<file path="src/rtl/tft_frame_sequencer.sv">
// tft_frame_sequencer: frame-level pacing between the pixel reader and the
// TFT command/data writer. Opens each frame with a memory-write command,
// paces pixel strobes, counts column/row against latched dimensions, and
// falls back to a fill colour when the pixel source starves for too long.
module tft_frame_sequencer #(
  parameter int         STALL_LIMIT   = 1024,
  parameter logic [7:0] CMD_MEM_WRITE = 8'h2C
) (
  input  logic        clk,
  input  logic        rst,
  input  logic        i_enable,
  input  logic [15:0] i_width,
  input  logic [15:0] i_height,
  input  logic [23:0] i_fill_color,
  input  logic        i_pixel_rdy,
  output logic        o_pixel_stb,
  input  logic [7:0]  i_red,
  input  logic [7:0]  i_green,
  input  logic [7:0]  i_blue,
  input  logic        i_tft_rdy,
  output logic        o_cmd_stb,
  output logic [7:0]  o_cmd_data,
  output logic        o_data_stb,
  output logic [23:0] o_data,
  output logic        o_frame_busy,
  output logic        o_frame_done,
  output logic [31:0] o_frame_count,
  output logic        o_underrun,
  output logic        o_cfg_err
);

  localparam int                 STALL_W    = $clog2(STALL_LIMIT + 1);
  localparam logic [STALL_W-1:0] STALL_LAST = STALL_W'(STALL_LIMIT - 1);
  localparam logic [STALL_W-1:0] STALL_FULL = STALL_W'(STALL_LIMIT);
  localparam logic [STALL_W-1:0] STALL_ONE  = STALL_W'(1);

  typedef enum logic [1:0] {
    ST_IDLE  = 2'd0,
    ST_SOF   = 2'd1,
    ST_PIXEL = 2'd2,
    ST_EOF   = 2'd3
  } state_t;

  state_t             state_r,  state_nx_s;
  logic [15:0]        width_r,  width_nx_s;
  logic [15:0]        height_r, height_nx_s;
  logic [15:0]        x_r,      x_nx_s;
  logic [15:0]        y_r,      y_nx_s;
  logic [STALL_W-1:0] stall_r,  stall_nx_s;
  logic               fill_r,   fill_nx_s;
  logic               strobe_s;

  logic        pixel_stb_nx_s, cmd_stb_nx_s, data_stb_nx_s;
  logic [7:0]  cmd_data_nx_s;
  logic [23:0] data_nx_s;
  logic        busy_nx_s, done_nx_s, underrun_nx_s, cfg_err_nx_s;
  logic [31:0] count_nx_s;

  // Next-state, counter and registered-output computation for the frame FSM.
  always_comb begin
    state_nx_s     = state_r;
    width_nx_s     = width_r;
    height_nx_s    = height_r;
    x_nx_s         = x_r;
    y_nx_s         = y_r;
    stall_nx_s     = stall_r;
    fill_nx_s      = fill_r;
    strobe_s       = 1'b0;
    pixel_stb_nx_s = 1'b0;
    cmd_stb_nx_s   = 1'b0;
    data_stb_nx_s  = 1'b0;
    cmd_data_nx_s  = o_cmd_data;
    data_nx_s      = o_data;
    busy_nx_s      = o_frame_busy;
    done_nx_s      = 1'b0;
    count_nx_s     = o_frame_count;
    underrun_nx_s  = o_underrun;
    cfg_err_nx_s   = 1'b0;

    case (state_r)
      ST_IDLE: begin
        if (i_enable) begin
          if ((i_width != 16'd0) && (i_height != 16'd0)) begin
            width_nx_s    = i_width;
            height_nx_s   = i_height;
            x_nx_s        = 16'd0;
            y_nx_s        = 16'd0;
            stall_nx_s    = '0;
            fill_nx_s     = 1'b0;
            underrun_nx_s = 1'b0;
            busy_nx_s     = 1'b1;
            state_nx_s    = ST_SOF;
          end else begin
            cfg_err_nx_s = 1'b1;
          end
        end else begin
          cfg_err_nx_s = 1'b0;
        end
      end

      ST_SOF: begin
        if (i_tft_rdy) begin
          cmd_stb_nx_s  = 1'b1;
          cmd_data_nx_s = CMD_MEM_WRITE;
          state_nx_s    = ST_PIXEL;
        end else begin
          cmd_stb_nx_s = 1'b0;
        end
      end

      ST_PIXEL: begin
        if (fill_r) begin
          // Fill mode: the reader is bypassed, only the writer paces us.
          if (i_tft_rdy && !o_data_stb) begin
            data_stb_nx_s = 1'b1;
            data_nx_s     = i_fill_color;
            strobe_s      = 1'b1;
          end else begin
            strobe_s = 1'b0;
          end
        end else begin
          // The reader needs a cycle to re-present ready, so never strobe twice in a row.
          if (i_pixel_rdy && i_tft_rdy && !o_pixel_stb) begin
            pixel_stb_nx_s = 1'b1;
            data_stb_nx_s  = 1'b1;
            data_nx_s      = {i_red, i_green, i_blue};
            strobe_s       = 1'b1;
          end else begin
            strobe_s = 1'b0;
          end
          // Starvation watchdog: a strobe proves the source is alive.
          if (o_data_stb) begin
            stall_nx_s = '0;
          end else if (!i_pixel_rdy) begin
            if (stall_r == STALL_LAST) begin
              stall_nx_s    = STALL_FULL;
              fill_nx_s     = 1'b1;
              underrun_nx_s = 1'b1;
            end else begin
              stall_nx_s = stall_r + STALL_ONE;
            end
          end else begin
            stall_nx_s = stall_r;
          end
        end

        // Raster position advances once per data strobe issued.
        if (strobe_s) begin
          if (x_r == (width_r - 16'd1)) begin
            x_nx_s = 16'd0;
            if (y_r == (height_r - 16'd1)) begin
              state_nx_s = ST_EOF;
            end else begin
              y_nx_s = y_r + 16'd1;
            end
          end else begin
            x_nx_s = x_r + 16'd1;
          end
        end else begin
          x_nx_s = x_r;
        end
      end

      ST_EOF: begin
        done_nx_s  = 1'b1;
        count_nx_s = o_frame_count + 32'd1;
        busy_nx_s  = 1'b0;
        state_nx_s = ST_IDLE;
      end

      default: begin
        state_nx_s = ST_IDLE;
        busy_nx_s  = 1'b0;
      end
    endcase
  end

  // State, counters and all outputs registered; async reset clears everything.
  always_ff @(posedge clk or negedge rst) begin
    if (!rst) begin
      state_r       <= ST_IDLE;
      width_r       <= 16'd0;
      height_r      <= 16'd0;
      x_r           <= 16'd0;
      y_r           <= 16'd0;
      stall_r       <= '0;
      fill_r        <= 1'b0;
      o_pixel_stb   <= 1'b0;
      o_cmd_stb     <= 1'b0;
      o_cmd_data    <= 8'd0;
      o_data_stb    <= 1'b0;
      o_data        <= 24'd0;
      o_frame_busy  <= 1'b0;
      o_frame_done  <= 1'b0;
      o_frame_count <= 32'd0;
      o_underrun    <= 1'b0;
      o_cfg_err     <= 1'b0;
    end else begin
      state_r       <= state_nx_s;
      width_r       <= width_nx_s;
      height_r      <= height_nx_s;
      x_r           <= x_nx_s;
      y_r           <= y_nx_s;
      stall_r       <= stall_nx_s;
      fill_r        <= fill_nx_s;
      o_pixel_stb   <= pixel_stb_nx_s;
      o_cmd_stb     <= cmd_stb_nx_s;
      o_cmd_data    <= cmd_data_nx_s;
      o_data_stb    <= data_stb_nx_s;
      o_data        <= data_nx_s;
      o_frame_busy  <= busy_nx_s;
      o_frame_done  <= done_nx_s;
      o_frame_count <= count_nx_s;
      o_underrun    <= underrun_nx_s;
      o_cfg_err     <= cfg_err_nx_s;
    end
  end

endmodule

</file>
<file path="config.mk">
export PLATFORM = sky130hd
export DESIGN_NAME = tft_frame_sequencer
export DESIGN_NICKNAME = d
export VERILOG_FILES = /design/src/rtl/tft_frame_sequencer.sv
export SDC_FILE = /design/constraint.sdc
export NUM_CORES = 1
export LEC_CHECK = 0
export BUFFER_PORTS_ARGS = -buffer_cell sky130_fd_sc_hd__buf_4
export CORE_ASPECT_RATIO = 1.75
export CORE_MARGIN = 2
export CORE_UTILIZATION = 56
export DETAILED_ROUTE_END_ITERATION = 6
export PLACE_DENSITY = 0.81
export SYNTH_ARGS = -nofsm -noshare
export SYNTH_HDL_FRONTEND = slang
export SYNTH_SLANG_ARGS = --single-unit
</file>
<file path="constraint.sdc">
create_clock -name clk -period 3.47 [get_ports clk]
set_input_delay 0.5205 -clock clk [delete_from_list [all_inputs] [get_ports clk]]
set_output_delay 0.5205 -clock clk [all_outputs]
set_load 0.05 [all_outputs]
</file>
==> results.sh, run 1 <==
export IMPL_r2r_start="height_r[0]"
export IMPL_root_buffer="clkbuf_16"
export IMPL_setup_tns_ps=0
export IMPL_grtUsageTotal_pct=26.1
export IMPL_diodes=0
export IMPL_worst_clock_skew_ps=8.18
export IMPL_max_cap_viol_count=0
export IMPL_synth_cells=785
export IMPL_path_class="reg -> reg"
export IMPL_setup_worst_path_end_class="flip-flop"
export IMPL_crit_fanout=8
export IMPL_hold_worst_slack_ps=96.0
export IMPL_grt_max_degree=73
export IMPL_first_pass_iters=5
export IMPL_drive_above_1_share_pct=25.6
export IMPL_finalHoldViolCount=0
export IMPL_netlist_area_um2=7670
export IMPL_final_util_pct=71.5
export IMPL_fin_crit_sh_pct=93.5
export IMPL_post_drt_wl_per_cell_um=16.4
export IMPL_fin_nets=1027
export IMPL_io_pins=156
export IMPL_cts_setup_buffers=0
export IMPL_peakVddDrop_mv=0.514
export IMPL_finalSetupViolations=0
export IMPL_vias_per_cell=5.72
export IMPL_pre_cts_ws_ps=131
export IMPL_grt_met1_usage_pct=27.5
export IMPL_cts_buffers=17
export IMPL_grt_pass1_wl_um=30500
export IMPL_synth_edf_count=0
export IMPL_initial_utilization_pct=57.3
export IMPL_grt_busiest_layer="met2"
export IMPL_area_growth_syn_to_layout_pct=24.7
export IMPL_r2r_setup_slack_ps=230
export IMPL_coreArea_um2=13400
export IMPL_cts_buffer_depth=2
export IMPL_placed_area_um2=8980
export IMPL_outcome="complete, no violations"
export IMPL_drv_slew=0
export IMPL_drcViolationCount=0
export IMPL_first_iter_violations=295
export IMPL_synth_seq_cells=142
export IMPL_min_period_ps=3240
export IMPL_synth_async_reset_ratio_pct=100
export IMPL_final_antenna_net_count=0
export IMPL_gp_congestion=0.864
export IMPL_cp_start_kind="flip-flop"
export IMPL_arrival_ps=3580
export IMPL_leakagePower_nw=4.23
export IMPL_synth_main_ff_cell="dfrtp_1"
export IMPL_rsz0062_at_grt="true"
export IMPL_hold_class="in -> async"
export IMPL_clk_latency_ps=420
export IMPL_power_density_nw_per_um2=779
export IMPL_cts_sinks=142
export IMPL_die_area_um2=14700
export IMPL_max_freq_mhz=308
export IMPL_cts_hold_buffers=0
export IMPL_gr_usage_met3_pct=5.31
export IMPL_grtUsageMet2_pct=48.0
export IMPL_critPathLaunch="height_r[0]"
export IMPL_r2r_cells=8
export IMPL_rows=56
export IMPL_slew_headroom_pct=30.2
export IMPL_port_buffers=150
export IMPL_grt_pass1_vias=6502
export IMPL_synth_seq_area_share_pct=46.3
export IMPL_fin_ws_ps=226
export IMPL_reg2reg_to="y_r[14]"
export IMPL_dp_hpwl_um=13500
export IMPL_tightest_slew_ps=1050
export IMPL_avgSynthCellArea_um2=9.78
export IMPL_wl_um=18300
export IMPL_die_h_um=159
export IMPL_grt_overflow_total=0
export IMPL_ys_types=54
export IMPL_design_area_um2=9570
export IMPL_htree_levels=4
export IMPL_via_count=6399
export IMPL_critPathRequiredTime_ps=3810
export IMPL_synth_warnings=0
export IMPL_grt_antenna_before_repair=0
export IMPL_die_x_um=92.5
export IMPL_clk_pin_slew_ps=70
export IMPL_cts_tree="done"
[per-layer routing]
metal,wire (um),vias up
li1,-,3083
met1,6770,3090
met5,0,-
met4,677,0
met3,744,42
met2,10100,184
[where the power goes]
| group | internal (mW) | leakage (nW) | switching, mW |
|---|---|---|---|
| logic | 1.20 | 2.12 | 1.87 |
| clock network | 1.01 | 0.282 | 0.771 |
| registers | 2.10 | 1.82 | 0.500 |
[sequential cells by signal, summed over array words and instances, names as in the netlist]
register / flops
o_data_stb: 1
o_cmd_data: 1
o_underrun: 1
y_r: 16
o_frame_count: 32
o_cmd_stb: 1
x_r: 16
state_r: 2
o_data: 24
o_cfg_err: 1
width_r: 16
o_pixel_stb: 1
o_frame_busy: 1
height_r: 16
stall_r: 11
fill_r: 1
o_frame_done: 1
[critical path, stage by stage (launching register included)]
cell and delay (ps):
dfrtp_1 430, or4_1 620, or3_1 400, a2111oi_2 370, o211ai_1 180, a2111oi_4 490
nor4_1 140, or3b_1 390, a21oi_1 140
[layout by cell type, fill, tap and decap left out, drive strengths merged, types with 7 or more instances in the layout]
cell type    n
a21oi       43
a31oi        8
and3        23
buf        163
clkbuf      17
dfrtp      142
ha          10
inv         26
mux2        34
mux2i       27
nand2       49
nand2b      12
nand3       39
nand4       19
nor2        77
nor3        21
nor4        18
o21ai       30
o31ai       10
or3          9
or4          7
xnor2       56
xor2        24
[synthesized netlist by cell type, drive strengths merged, types with 9 or more instances]
cell type | n | share of area, %
dfrtp | 142 | 46
nor2 | 77 | 3.8
xnor2 | 56 | 6.4
nand2 | 49 | 2.4
a21oi | 43 | 2.8
nand3 | 39 | 2.5
mux2 | 34 | 5.0
o21ai | 30 | 2.0
mux2i | 27 | 3.5
clkbuf | 25 | 1.2
xor2 | 24 | 2.7
and3 | 23 | 1.9
nor3 | 21 | 1.4
inv | 19 | 0.93
nand4 | 19 | 1.5
nor4 | 18 | 1.5
buf | 14 | 1.0
nand2b | 12 | 0.98
ha | 10 | 1.6
o31ai | 10 | 0.98
or3 | 9 | 0.73
[layout make-up]
cell class / instances / area [um^2]
Fill cell: 1020 / 3810
Multi-Input combinational cell: 589 / 3910
Sequential cell: 142 / 3550
Clock inverter: 15 / 153
Tap cell: 174 / 218
Clock buffer: 17 / 425
Inverter: 19 / 71.3
Timing Repair Buffer: 163 / 1240
[worst max-delay path by stage]
| stage | to | slack (ps) | cells after the start |
|---|---|---|---|
| after floorplan | x_r[11] | 470 | 11 |
| after global placement | y_r[14] | 230 | 8 |
| after detailed placement | y_r[14] | 130 | 8 |
| after CTS | y_r[14] | 130 | 8 |
| after global routing | y_r[14] | -4 | 8 |
| final | y_r[14] | 230 | 8 |
[metrics by stage]
| step | power, mW | instances |
|---|---|---|
| floorplan | 4.76 | 789 |
| global placement | 5.63 | 1087 |
| detailed placement | 5.70 | 1087 |
| CTS | 7.49 | 1119 |
| global route | 7.90 | 1119 |
| finish | 7.45 | 1119 |
[cells by family (layout without fill, tap and decap cells)]
| group | Yosys count | after routing | share of synthesized area [%] |
|---|---|---|---|
| compound gates | 126 | 126 | 10.5 |
| flops | 142 | 142 | 46.3 |
| xor+xnor | 81 | 81 | 9.42 |
| simple gates | 306 | 306 | 20.4 |
| buf+inv | 58 | 214 | 3.20 |
| mux | 61 | 61 | 8.51 |
| fa+ha+maj | 10 | 10 | 1.63 |
| other cells | 1 | 5 | 0.0489 |
[timing repair]
action,in CTS,in global routing
hold endpoints to repair,0,0
endpoints found under the setup margin,0,7
resized for setup,0,3
No activity file was read; power rests on OpenSTA's default activity.
==> inputs of run 2 (changes only) <==
REMOVE_ABC_BUFFERS = 1   (was not set)
==> results.sh, run 2 (synthesized netlist as in run 1, its figures left out) <==
export IMPL_initial_utilization_pct=57.3
export IMPL_gp_congestion=0.864
export IMPL_wl_um=18800
export IMPL_cp_start_kind="flip-flop"
export IMPL_min_period_ps=3240
export IMPL_grt_busiest_layer="met2"
export IMPL_slew_headroom_pct=45.8
export IMPL_top_regs="o_frame_count: 32 flops, o_data: 24 flops"
export IMPL_drcViolationCount=0
export IMPL_max_cap_viol_count=0
export IMPL_cts_buffer_depth=2
export IMPL_cts_tree="done"
export IMPL_drive_above_1_share_pct=26.1
export IMPL_outcome="complete, no violations"
export IMPL_cp_slowest_cell="or4_1"
export IMPL_finalSetupViolations=0
export IMPL_arrival_ps=3570
export IMPL_finalHoldViolCount=0
export IMPL_die_h_um=159
export IMPL_coreArea_um2=13400
export IMPL_max_freq_mhz=309
export IMPL_largest_reg_flops=32
export IMPL_cts_buffers=17
export IMPL_grt_pass1_vias=6617
export IMPL_setup_tns_ps=0
export IMPL_path_class="reg -> reg"
export IMPL_final_util_pct=72.0
export IMPL_rows=56
export IMPL_crit_fanout=9
export IMPL_cts_hold_buffers=0
export IMPL_grt_overflow_total=0
export IMPL_seqCellArea_um2=3550
export IMPL_gr_usage_met3_pct=5.50
export IMPL_tightest_slew_ps=811
export IMPL_io_pins=156
export IMPL_fin_cells=1125
export IMPL_power_density_nw_per_um2=778
export IMPL_area_growth_syn_to_layout_pct=25.5
export IMPL_final_cell_mix="buf_4 (167), dfrtp_1 (142), nor2_1 (75)"
export IMPL_first_iter_violations=372
export IMPL_root_buffer="clkbuf_16"
export IMPL_hold_class="in -> async"
export IMPL_crit_chain="or4_1 > or3_1 > a2111oi_2 > o211ai_1 > a2111oi_4 > nor4_2 > or3b_1 > a21oi_1"
export IMPL_slowest_delay_ps=580
export IMPL_multi_input_area_um2=3910
export IMPL_drv_slew=0
export IMPL_grt_pass1_wl_um=31200
export IMPL_fin_crit_sh_pct=93.2
export IMPL_place_inst=1091
export IMPL_cts_sinks=142
export IMPL_placed_area_um2=9010
export IMPL_grtUsageMet2_pct=47.4
export IMPL_diodes=0
export IMPL_hold_worst_slack_ps=120
export IMPL_final_antenna_net_count=0
export IMPL_die_area_um2=14700
export IMPL_design_area_um2=9630
export IMPL_grtUsageTotal_pct=26.3
export IMPL_layout_commonest_cell="buf_4"
export IMPL_post_drt_wl_per_cell_um=16.7
export IMPL_clk_pin_slew_ps=70
export IMPL_leakagePower_nw=4.26
export IMPL_via_count=6530
export IMPL_port_buffers=150
export IMPL_clk_latency_ps=420
export IMPL_rsz0062_at_grt="false"
export IMPL_worst_clock_skew_ps=12.4
export IMPL_dp_hpwl_um=13600
export IMPL_peakVddDrop_mv=0.610
export IMPL_largest_register="o_frame_count"
export IMPL_grt_max_degree=77
export IMPL_critPathRequiredTime_ps=3810
export IMPL_fin_nets=1033
export IMPL_die_x_um=92.5
export IMPL_vias_per_cell=5.80
export IMPL_htree_levels=4
export IMPL_fillers=1002
export IMPL_first_pass_iters=5
export IMPL_grt_met1_usage_pct=30.3
export IMPL_setup_worst_path_end_class="flip-flop"
export IMPL_grt_antenna_before_repair=0
[run 2: cell types whose count changed in the layout (fill, tap and decap cells not counted), sizes merged]
cell      delta
bufinv       -1
clkinvlp     -1
inv          +2
buf          +6
[run 2: stage by stage]
stage          power (mW)  setup slack (ps)
2_1_floorplan        4.72             -1160
3_3_place_gp         5.62               210
3_5_place_dp         5.70               154
4_1_cts              7.52              84.1
5_1_grt              7.93              4.44
6_report             7.50               235
[run 2: where the power goes]
group / internal, mW / switching [mW]
combinational: 1.21 / 1.90
clock: 0.967 / 0.823
sequential: 2.10 / 0.491
total: 4.28 / 3.21
[run 2: path summary, 6_finish.rpt]
| path | startpoint | end | slack [ps] | cells after the start |
|---|---|---|---|---|
| worst max-delay path | height_r[1] | y_r[14] | 230 | 8 |
| worst min-delay path | rst | height_r[11] | 120 | 1 |
| worst max register to register | height_r[1] | y_r[14] | 230 | 8 |
| worst min register to register | o_frame_count[31] | o_frame_count[31] | 480 | 1 |
| max in group asynchronous | rst | y_r[3] | 2520 | 2 |
| min in group clk | i_width[10] | width_r[10] | 340 | 2 |
[run 2: area by class of cell]
| cell class | count | share of cell area (%) |
|---|---|---|
| flip-flops and latches | 142 | 36.9 |
| clock inverters | 15 | 1.74 |
| well taps | 174 | 2.26 |
| multi-input cells | 589 | 40.6 |
| repair buffers | 169 | 13.3 |
| inverters | 19 | 0.740 |
| clock buffers | 17 | 4.42 |
[run 2: critical path, delay by kind of cell, from the launching register on]
| family | cells | cell delay, ps |
|---|---|---|
| flops | 1 | 430 |
| compound gates | 4 | 1240 |
| simple gates | 4 | 1490 |
[run 2: what timing repair did]
item	CTS	global route
resized for setup	0	6
setup endpoints to repair	0	18
buffers inserted	0	2
[run 2: metal layers]
metal  wire (um)  share of wire, %
met1        7070                38
met2       10100                54
met3        1120               5.9
met4         464               2.5
met5           0                 0
